**src/rtl/if_unit.sv**
```systemverilog
// if_unit: instruction fetch sequencer (ISSUE -> WAIT -> HOLD -> UPD).
// Latency: request 1 cycle after ISSUE; ir_valid 1 cycle after im_ack; 4 cycles/instr at best.
// Backpressure: holds the fetched word in ir until ir_done; a fetch with no ack is abandoned after TIMEOUT cycles and reissued.
//
// Ports:
//   clk, if_rst          clock and synchronous active-high reset
//   pc_out               current program counter value (fetch address source)
//   pc_write, pc_sel     one-cycle PC load strobe; select 0 = PC+1, 1 = branch target
//   im_addr, im_req      registered instruction memory request
//   im_ack, im_data      memory acknowledge with same-cycle instruction word
//   ir, ir_valid         instruction register and its "fetched, unretired" flag
//   ir_done, br_taken    retire strobe from decode/execute and branch decision
//   if_err               sticky fetch-timeout flag
//   fetch_cnt            count of accepted fetches, wraps at 16 bits
module if_unit #(
  parameter int IW      = 32,
  parameter int AW      = 16,
  parameter int TIMEOUT = 15
) (
  input  logic          clk,
  input  logic          if_rst,
  input  logic [AW-1:0] pc_out,
  output logic          pc_write,
  output logic          pc_sel,
  output logic [AW-1:0] im_addr,
  output logic          im_req,
  input  logic          im_ack,
  input  logic [IW-1:0] im_data,
  output logic [IW-1:0] ir,
  output logic          ir_valid,
  input  logic          ir_done,
  input  logic          br_taken,
  output logic          if_err,
  output logic [15:0]   fetch_cnt
);

  typedef enum logic [1:0] {
    ISSUE = 2'd0,
    WAIT  = 2'd1,
    HOLD  = 2'd2,
    UPD   = 2'd3
  } state_t;

  // Last WAIT count value before the fetch is abandoned.
  localparam logic [7:0] WAIT_LAST = 8'(TIMEOUT - 1);

  state_t     state;
  state_t     state_nxt;
  logic [7:0] wait_cnt;
  logic       wait_expired;

  assign wait_expired = (wait_cnt == WAIT_LAST);

  always_ff @(posedge clk) begin
    if (if_rst) begin
      state <= ISSUE;
    end else begin
      state <= state_nxt;
    end
  end

  always_comb begin
    state_nxt = state;
    case (state)
      ISSUE: state_nxt = WAIT;
      WAIT: begin
        if (im_ack) begin
          state_nxt = HOLD;
        end else if (wait_expired) begin
          state_nxt = ISSUE;
        end
      end
      HOLD: begin
        if (ir_done) begin
          state_nxt = UPD;
        end
      end
      UPD:     state_nxt = ISSUE;
      default: state_nxt = ISSUE;
    endcase
  end

  // Registered outputs and datapath. Inputs not relevant to the current
  // state (stray acks, stray retires) simply fall through untouched.
  always_ff @(posedge clk) begin
    if (if_rst) begin
      pc_write  <= 1'b0;
      pc_sel    <= 1'b0;
      im_addr   <= '0;
      im_req    <= 1'b0;
      ir        <= '0;
      ir_valid  <= 1'b0;
      if_err    <= 1'b0;
      fetch_cnt <= 16'd0;
      wait_cnt  <= 8'd0;
    end else begin
      case (state)
        ISSUE: begin
          im_addr  <= pc_out;
          im_req   <= 1'b1;
          wait_cnt <= 8'd0;
        end
        WAIT: begin
          if (im_ack) begin
            ir        <= im_data;
            ir_valid  <= 1'b1;
            im_req    <= 1'b0;
            fetch_cnt <= fetch_cnt + 16'd1;
          end else if (wait_expired) begin
            // PC has not moved, so the reissue targets the same address.
            im_req <= 1'b0;
            if_err <= 1'b1;
          end else begin
            wait_cnt <= wait_cnt + 8'd1;
          end
        end
        HOLD: begin
          if (ir_done) begin
            pc_write <= 1'b1;
            pc_sel   <= br_taken;
            ir_valid <= 1'b0;
          end
        end
        UPD: begin
          // PC loads at the end of this cycle; ISSUE then sees the new value.
          pc_write <= 1'b0;
          pc_sel   <= 1'b0;
        end
        default: begin
          pc_write <= 1'b0;
          pc_sel   <= 1'b0;
        end
      endcase
    end
  end

endmodule

```
**config.mk**
```make
export PLATFORM = sky130hd
export DESIGN_NAME = if_unit
export DESIGN_NICKNAME = d
export VERILOG_FILES = /design/src/rtl/if_unit.sv
export SDC_FILE = /design/constraint.sdc
export NUM_CORES = 1
export LEC_CHECK = 0
export ABC_AREA = 1
export BUFFER_PORTS_ARGS = -buffer_cell sky130_fd_sc_hd__buf_2
export CAP_MARGIN = 10
export CORE_UTILIZATION = 49
export DETAILED_ROUTE_END_ITERATION = 10
export PLACE_DENSITY_LB_ADDON = 0.12
export SLEW_MARGIN = 20
export SYNTH_ARGS = -nofsm -noshare
export SYNTH_HDL_FRONTEND = slang
export SYNTH_SLANG_ARGS = --single-unit
```
**constraint.sdc**
```tcl
create_clock -name clk -period 1.55 [get_ports clk]
set_input_delay 0.465 -clock clk [delete_from_list [all_inputs] [get_ports clk]]
set_output_delay 0.465 -clock clk [all_outputs]
set_load 0.05 [all_outputs]
```
==> impl_metrics.yaml, run 1 <==
sta:
  finClkSkew_ns: 0.00855
  rsz0062_at_grt: "no"
  finalCritPeriodShare_pct: 96.0
  relSlewSlack_pct: 73.4
  finalSetupViolations: 0
  clock.fmax_mhz: 672
  finalHoldViolations: 0
  final.min_clock_period_ns: 1.49
  worst_pin_slew_ns: 0.399
  slew_viol_final: 0
  setup_tns_ns: 0
setup_path:
  worst_ep_arrival_time_ns: 1.02
  ff2ff_path_depth: 7
  cp_cell_sequence: "buf_2"
  r2r_slack_ns: 0.14
  cp_slowest_cell: "dfxtp_1"
  path_class: "reg -> out"
  endpoint_kind: "primary output"
  crit_required_ns: 1.08
  startpoint_type: "register"
  r2r_end: "wait_cnt[5]"
  crit_buf_inv: 1
  cp_max_fo: 4
  critPathTopFamily: "flip-flops"
  cp_slowest_stage_delay_ns: 0.39
  timing.rr.start: "wait_cnt[2]"
drt:
  drc: 0
  ant_nets: 0
  post_drt_wl_per_cell_um: 12.0
  first_pass_iters: 4
  dr.first_iter.drc_count: 150
  finalWirelength_um: 7560
  routed_via_density: 5.07
  dr_total_vias: 3192
pwr:
  total_power_mw: 4.54
  cellPowerDensity_nw_per_um2: 1090
  p_leak_nw: 1.90
  ir_drop_uv: 791
global_route:
  use_met3_pct: 5.67
  grt_pass1_vias: 3030
  grt.total_usage_pct: 23.2
  grt_busiest_layer: "met2"
  use_met2_pct: 39.4
  overflow: 0
  grt_max_degree: 47
  met1_usage_pct: 28.6
  antenna_found_initial: 0
  grt_pass1_wl_um: 13200
synthesis:
  syn_inst: 425
  yosys_warnings: 0
  synth_most_common_cell: "dfxtp_1"
  synth.distinct_cells: 31
  yosys-top-cells-area: "dfxtp_1 49%, nand2_1 8.8%, a21oi_1 8.1%"
  synthesis.nets: 481
  synthTopCellsByCount: "79 x dfxtp_1, 75 x nand2_1, 58 x nor2_1"
  async_flop_share_pct: 0
  synth_area_um2: 3210
  synth-edff-count: 0
  yosysTopAreaCell: "dfxtp_1"
  syn_avg_cell_area_um2: 7.56
  synth_seq_area_share_pct: 49.2
  synth_flop_cell: "dfxtp_1"
  synth_top_area_share_pct: 49.2
  ys_ff_latch: 79
worst_hold_path:
  min_to: "im_addr[8]"
  hold_depth: 3
  hp-class: "in -> reg"
  min_from: "pc_out[8]"
layout:
  syn2layout_area_growth_pct: 29.8
  instances_no_fill: 629
  drive_above_1_share_pct: 29.9
  nNetsFinal: 604
  diodes: 0
placement:
  place_inst: 614
  dp_hpwl_um: 5220
  portBuffers: 121
  place_congestion: 0.879
cts:
  tritoncts: "done"
  cts_htree_levels: 3
  cts_max_path_buffers: 2
  numClockSinks: 79
  clk_latency_ns: 0.35
  cts_root_buf: "clkbuf_8"
  numCtsBuffers: 9
  cts.clk_slew.worst_paths_ns: 0.08
  postCtsSetupRepairBufs: 0
die:
  start_util_pct: 50.6
  die_w_um: 83.0
  dieArea_um2: 6880
  placementRows: 29
  die_y_um: 83.0
  io_pins: 122
  coreArea_um2: 6350
outcome:
  status: "finished, final reports clean"
run:
  max_cap_violations: 0
-- state kept, by name, indices dropped and copies added, names as in the netlist, named ones only --
| signal | count |
|---|---|
| fetch_cnt | 16 |
| if_err | 1 |
| im_addr | 16 |
| im_req | 1 |
| ir | 32 |
| ir_valid | 1 |
| pc_sel | 1 |
| pc_write | 1 |
| state | 1 |
| wait_cnt | 8 |
-- metrics by stage --
stage	area [um2]	setup slack (ns)	utilization (%)	hold slack, ns
2_1_floorplan	3220	0.0402	-	0.450
3_3_place_gp	3980	0.102	62.6	0.446
3_5_place_dp	3980	0.0597	62.6	0.452
4_1_cts	4150	0.0267	65.4	0.325
5_1_grt	4170	0.00454	65.7	0.331
6_report	4170	0.0627	65.7	0.336
-- cells in the final DEF, fill, tap and decap left out, types with 2 or more instances in the layout --
| cell type | netlist | routed |
|---|---|---|
| buf_2 | 7 | 118 |
| nand2_1 | 75 | 75 |
| dfxtp_1 | 79 | 75 |
| nor2_1 | 58 | 58 |
| nand3_1 | 52 | 52 |
| a21oi_1 | 52 | 52 |
| inv_1 | 25 | 25 |
| o21ai_0 | 22 | 22 |
| buf_4 | 0 | 10 |
| clkbuf_8 | 0 | 9 |
| nor3b_1 | 6 | 5 |
| nor3_1 | 5 | 5 |
| nand4_1 | 4 | 4 |
| clkinv_2 | 0 | 4 |
| dfxtp_2 | 0 | 4 |
| buf_12 | 0 | 4 |
| o21bai_1 | 3 | 3 |
| ha_1 | 3 | 3 |
| nor2_4 | 2 | 2 |
| nor3_2 | 2 | 2 |
| nand2_4 | 1 | 2 |
| clkbuf_4 | 0 | 2 |
-- final cells by class --
| type | instances | area, um2 |
|---|---|---|
| Fill cell | 601 | 2180 |
| Sequential cell | 79 | 1590 |
| Multi-Input combinational cell | 297 | 1450 |
| Timing Repair Buffer | 134 | 761 |
| Clock buffer | 10 | 128 |
| Inverter | 27 | 101 |
| Tap cell | 77 | 96.3 |
| Clock inverter | 5 | 50.0 |
-- metal layers --
layer | share of wire, % | wire, um | vias to the layer above
met5 | 0 | 0 | -
met4 | 1.1 | 86 | 0
met3 | 4.6 | 351 | 8
met2 | 49 | 3680 | 84
met1 | 45 | 3430 | 1443
li1 | - | - | 1657
-- logic make-up (layout without fill, tap and decap cells) --
kind of cell               Yosys count  after routing  share of synthesized area [%]
AOI/OAI and AO/OA                   80             80                           12.9
xor gates and xnor gates             2              2                          0.545
adders and majority gates            3              3                           1.17
buffers and inverters               49            176                           6.00
DFF                                 79             79                           49.2
and+or+nand+nor                    212            212                           30.1
-- how the worst max path moves through the flow --
stage                     slack (ns)           from       endpoint  cells past startpoint
after floorplan                 0.04   fetch_cnt[4]  fetch_cnt[13]                      7
after global placement          0.10         im_ack  fetch_cnt[15]                      8
after detailed placement        0.06         im_ack  fetch_cnt[15]                      8
after CTS                       0.03  fetch_cnt[13]  fetch_cnt[13]                      1
after global routing           0.005    wait_cnt[2]    wait_cnt[5]                      7
final                           0.06   fetch_cnt[4]   fetch_cnt[4]                      1
-- power by group --
group / leakage (nW) / switching, mW / total, mW / internal, mW
clock: 0.0957 / 0.697 / 1.42 / 0.725
combinational: 1.16 / 0.666 / 0.918 / 0.252
sequential: 0.647 / 0.0579 / 2.20 / 2.14
total: 1.90 / 1.42 / 4.54 / 3.12
-- timing repair --
action / in CTS / in global routing
hold buffers: 0 / 0
resized for setup: 0 / 6
endpoints found under the setup margin: 0 / 6
hold endpoints to repair: 0 / 0
No activity file was read; power rests on OpenSTA's default activity.
==> inputs of run 2 (changes only) <==
CELL_PAD_IN_SITES_DETAIL_PLACEMENT = 1   (was default)
CELL_PAD_IN_SITES_GLOBAL_PLACEMENT = 1   (was default)
CORE_UTILIZATION = 34   (was 49)
clock period = 1.5 ns   (was 1.55 ns; I/O delays follow)
==> run 2 against run 1 <==
  * Clock skew increased by 0.0032 ns
  * Sequential share of layout area decreased by 1.3 points
  * Sequential power increased by 3%
  * Non-clock buffer count increased by 10
  * Global-route usage decreased by 4.0 points
  * Die area increased by 43%
  * First-iteration DRC count decreased by 39%
  * Worst hold slack got worse by 0.012 ns
  * Register-to-register slack got worse by 0.02 ns
  * Clock-buffer cell count unchanged
  * Clock power increased by 11%
==> impl_metrics.yaml, run 2 (same netlist as run 1, synthesis figures left out) <==
layout:
  syn2layout_area_growth_pct: 34.8
  reg_top3: "ir (32), fetch_cnt (16), im_addr (16)"
  drive_above_1_share_pct: 32.3
  nNetsFinal: 614
  fin_area_um2: 4330
  largest_register: "ir"
  layout_commonest_cell: "buf_2"
  largest_reg_flops: 32
  final_cell_mix: "110 x buf_2, 74 x nand2_1, 72 x dfxtp_1"
  instances_no_fill: 674
  fillers: 1202
  fin_util_pct: 47.1
  diodes: 0
drt:
  routed_via_density: 4.92
  ant_nets: 0
  dr_total_vias: 3315
  wl_met1_um: 4250
  drc: 0
  finalWirelength_um: 9110
  dr_wl_met3_um: 352
  wl_met2_um: 4430
  first_pass_iters: 4
  dr.first_iter.drc_count: 91
  topRoutingLayerUsed: "met4"
  post_drt_wl_per_cell_um: 13.5
pwr:
  ir_drop_uv: 567
  p_leak_nw: 1.95
  cellPowerDensity_nw_per_um2: 1120
cts:
  cts_max_path_buffers: 2
  clk_latency_ns: 0.35
  tritoncts: "done"
  numCtsBuffers: 9
  cts_htree_levels: 3
  cts_root_buf: "clkbuf_8"
  numClockSinks: 79
  cts-hold-fix-buffers: 0
  cts.clk_slew.worst_paths_ns: 0.09
die:
  io_pins: 122
  die_w_um: 99.2
  placementRows: 35
  start_util_pct: 34.9
  die_y_um: 99.2
  dieArea_um2: 9840
  coreArea_um2: 9200
sta:
  relSlewSlack_pct: 77.7
  rsz0062_at_grt: "no"
  finalCritPeriodShare_pct: 96.2
  final.min_clock_period_ns: 1.44
  finalHoldViolations: 0
  slew_viol_final: 0
  finalSetupViolations: 0
  worst_pin_slew_ns: 0.332
  finClkSkew_ns: 0.0118
  setup_tns_ns: 0
  clock.fmax_mhz: 693
global_route:
  grt_pass1_vias: 3224
  grt.total_usage_pct: 19.2
  antenna_found_initial: 0
  overflow: 0
  grt_pass1_wl_um: 15200
  grt_max_degree: 36
setup_path:
  cp_max_fo: 4
  path_class: "reg -> out"
  r2r_slack_ns: 0.12
  crit_buf_inv: 1
  endpoint_kind: "primary output"
  startpoint_type: "register"
  cp_cell_sequence: "clkbuf_4"
  cp_slowest_cell: "dfxtp_1"
  crit_required_ns: 1.05
  critPathTopFamily: "flip-flops"
  cp_slowest_stage_delay_ns: 0.39
  worst_ep_arrival_time_ns: 0.99
placement:
  dp_hpwl_um: 6480
  place_congestion: 0.867
  dpl-instance-area_um2: 4080
  place_inst: 658
  portBuffers: 121
outcome:
  status: "finished, final reports clean"
worst_hold_path:
  hp-class: "in -> reg"
run:
  max_cap_violations: 0
run 2: cell types whose count changed in the layout (fill, tap and decap cells not counted), sizes merged:
| cell | before | now |
|---|---|---|
| buf | 132 | 140 |
| clkinvlp | 0 | 1 |
| clkbuf | 12 | 14 |
run 2: area by class of cell:
cell class	instances	area, um2	area share, %
Clock buffer	10	128	2.95
Clock inverter	6	61.3	1.42
Inverter	27	104	2.40
Multi-Input combinational cell	297	1460	33.8
Sequential cell	79	1590	36.7
Tap cell	111	139	3.21
Timing Repair Buffer	144	843	19.5
run 2: stage by stage:
stage               setup WS, ns  hold WS (ns)  total power, mW
finish                    0.0565         0.325             4.83
global route            0.000105         0.316             5.08
CTS                       0.0112         0.301             4.91
detailed placement       0.00499         0.453             3.32
global placement          0.0628         0.448             3.30
floorplan                 0.0436         0.450             2.99
run 2: metal layers:
layer / track usage [%] / up-vias
met1: 23.9 / 1572
met3: 4.43 / 8
met5: 0 / -
li1: - / 1669
met2: 32.9 / 66
met4: 6.22 / 0
run 2: worst min-delay path: cells and delay by family:
family	cells	cell delay (ns)
simple gates	2	0.11
buf+inv	1	0.08
run 2: power breakdown:
| part | internal [mW] | total, mW | switching, mW | leakage (nW) |
|---|---|---|---|---|
| Combinational | 0.274 | 0.987 | 0.714 | 1.20 |
| Sequential | 2.21 | 2.27 | 0.0615 | 0.648 |
| Clock | 0.765 | 1.57 | 0.803 | 0.0960 |
| Total | 3.25 | 4.83 | 1.58 | 1.95 |
run 2: worst paths after layout:
check | start | end | cells after the start
hold / removal | pc_out[8] | im_addr[8] | 3
setup reg to reg | state[0] | fetch_cnt[4] | 5
setup / recovery | fetch_cnt[12] | fetch_cnt[12] | 1
hold reg to reg | ir[1] | ir[1] | 2
run 2: timing repair:
action / in CTS / in global routing
hold endpoints to repair: 0 / 0
resized for setup: 8 / 13
buffers inserted: 0 / 0
pin swaps: 0 / 0
setup endpoints to repair: 10 / 12
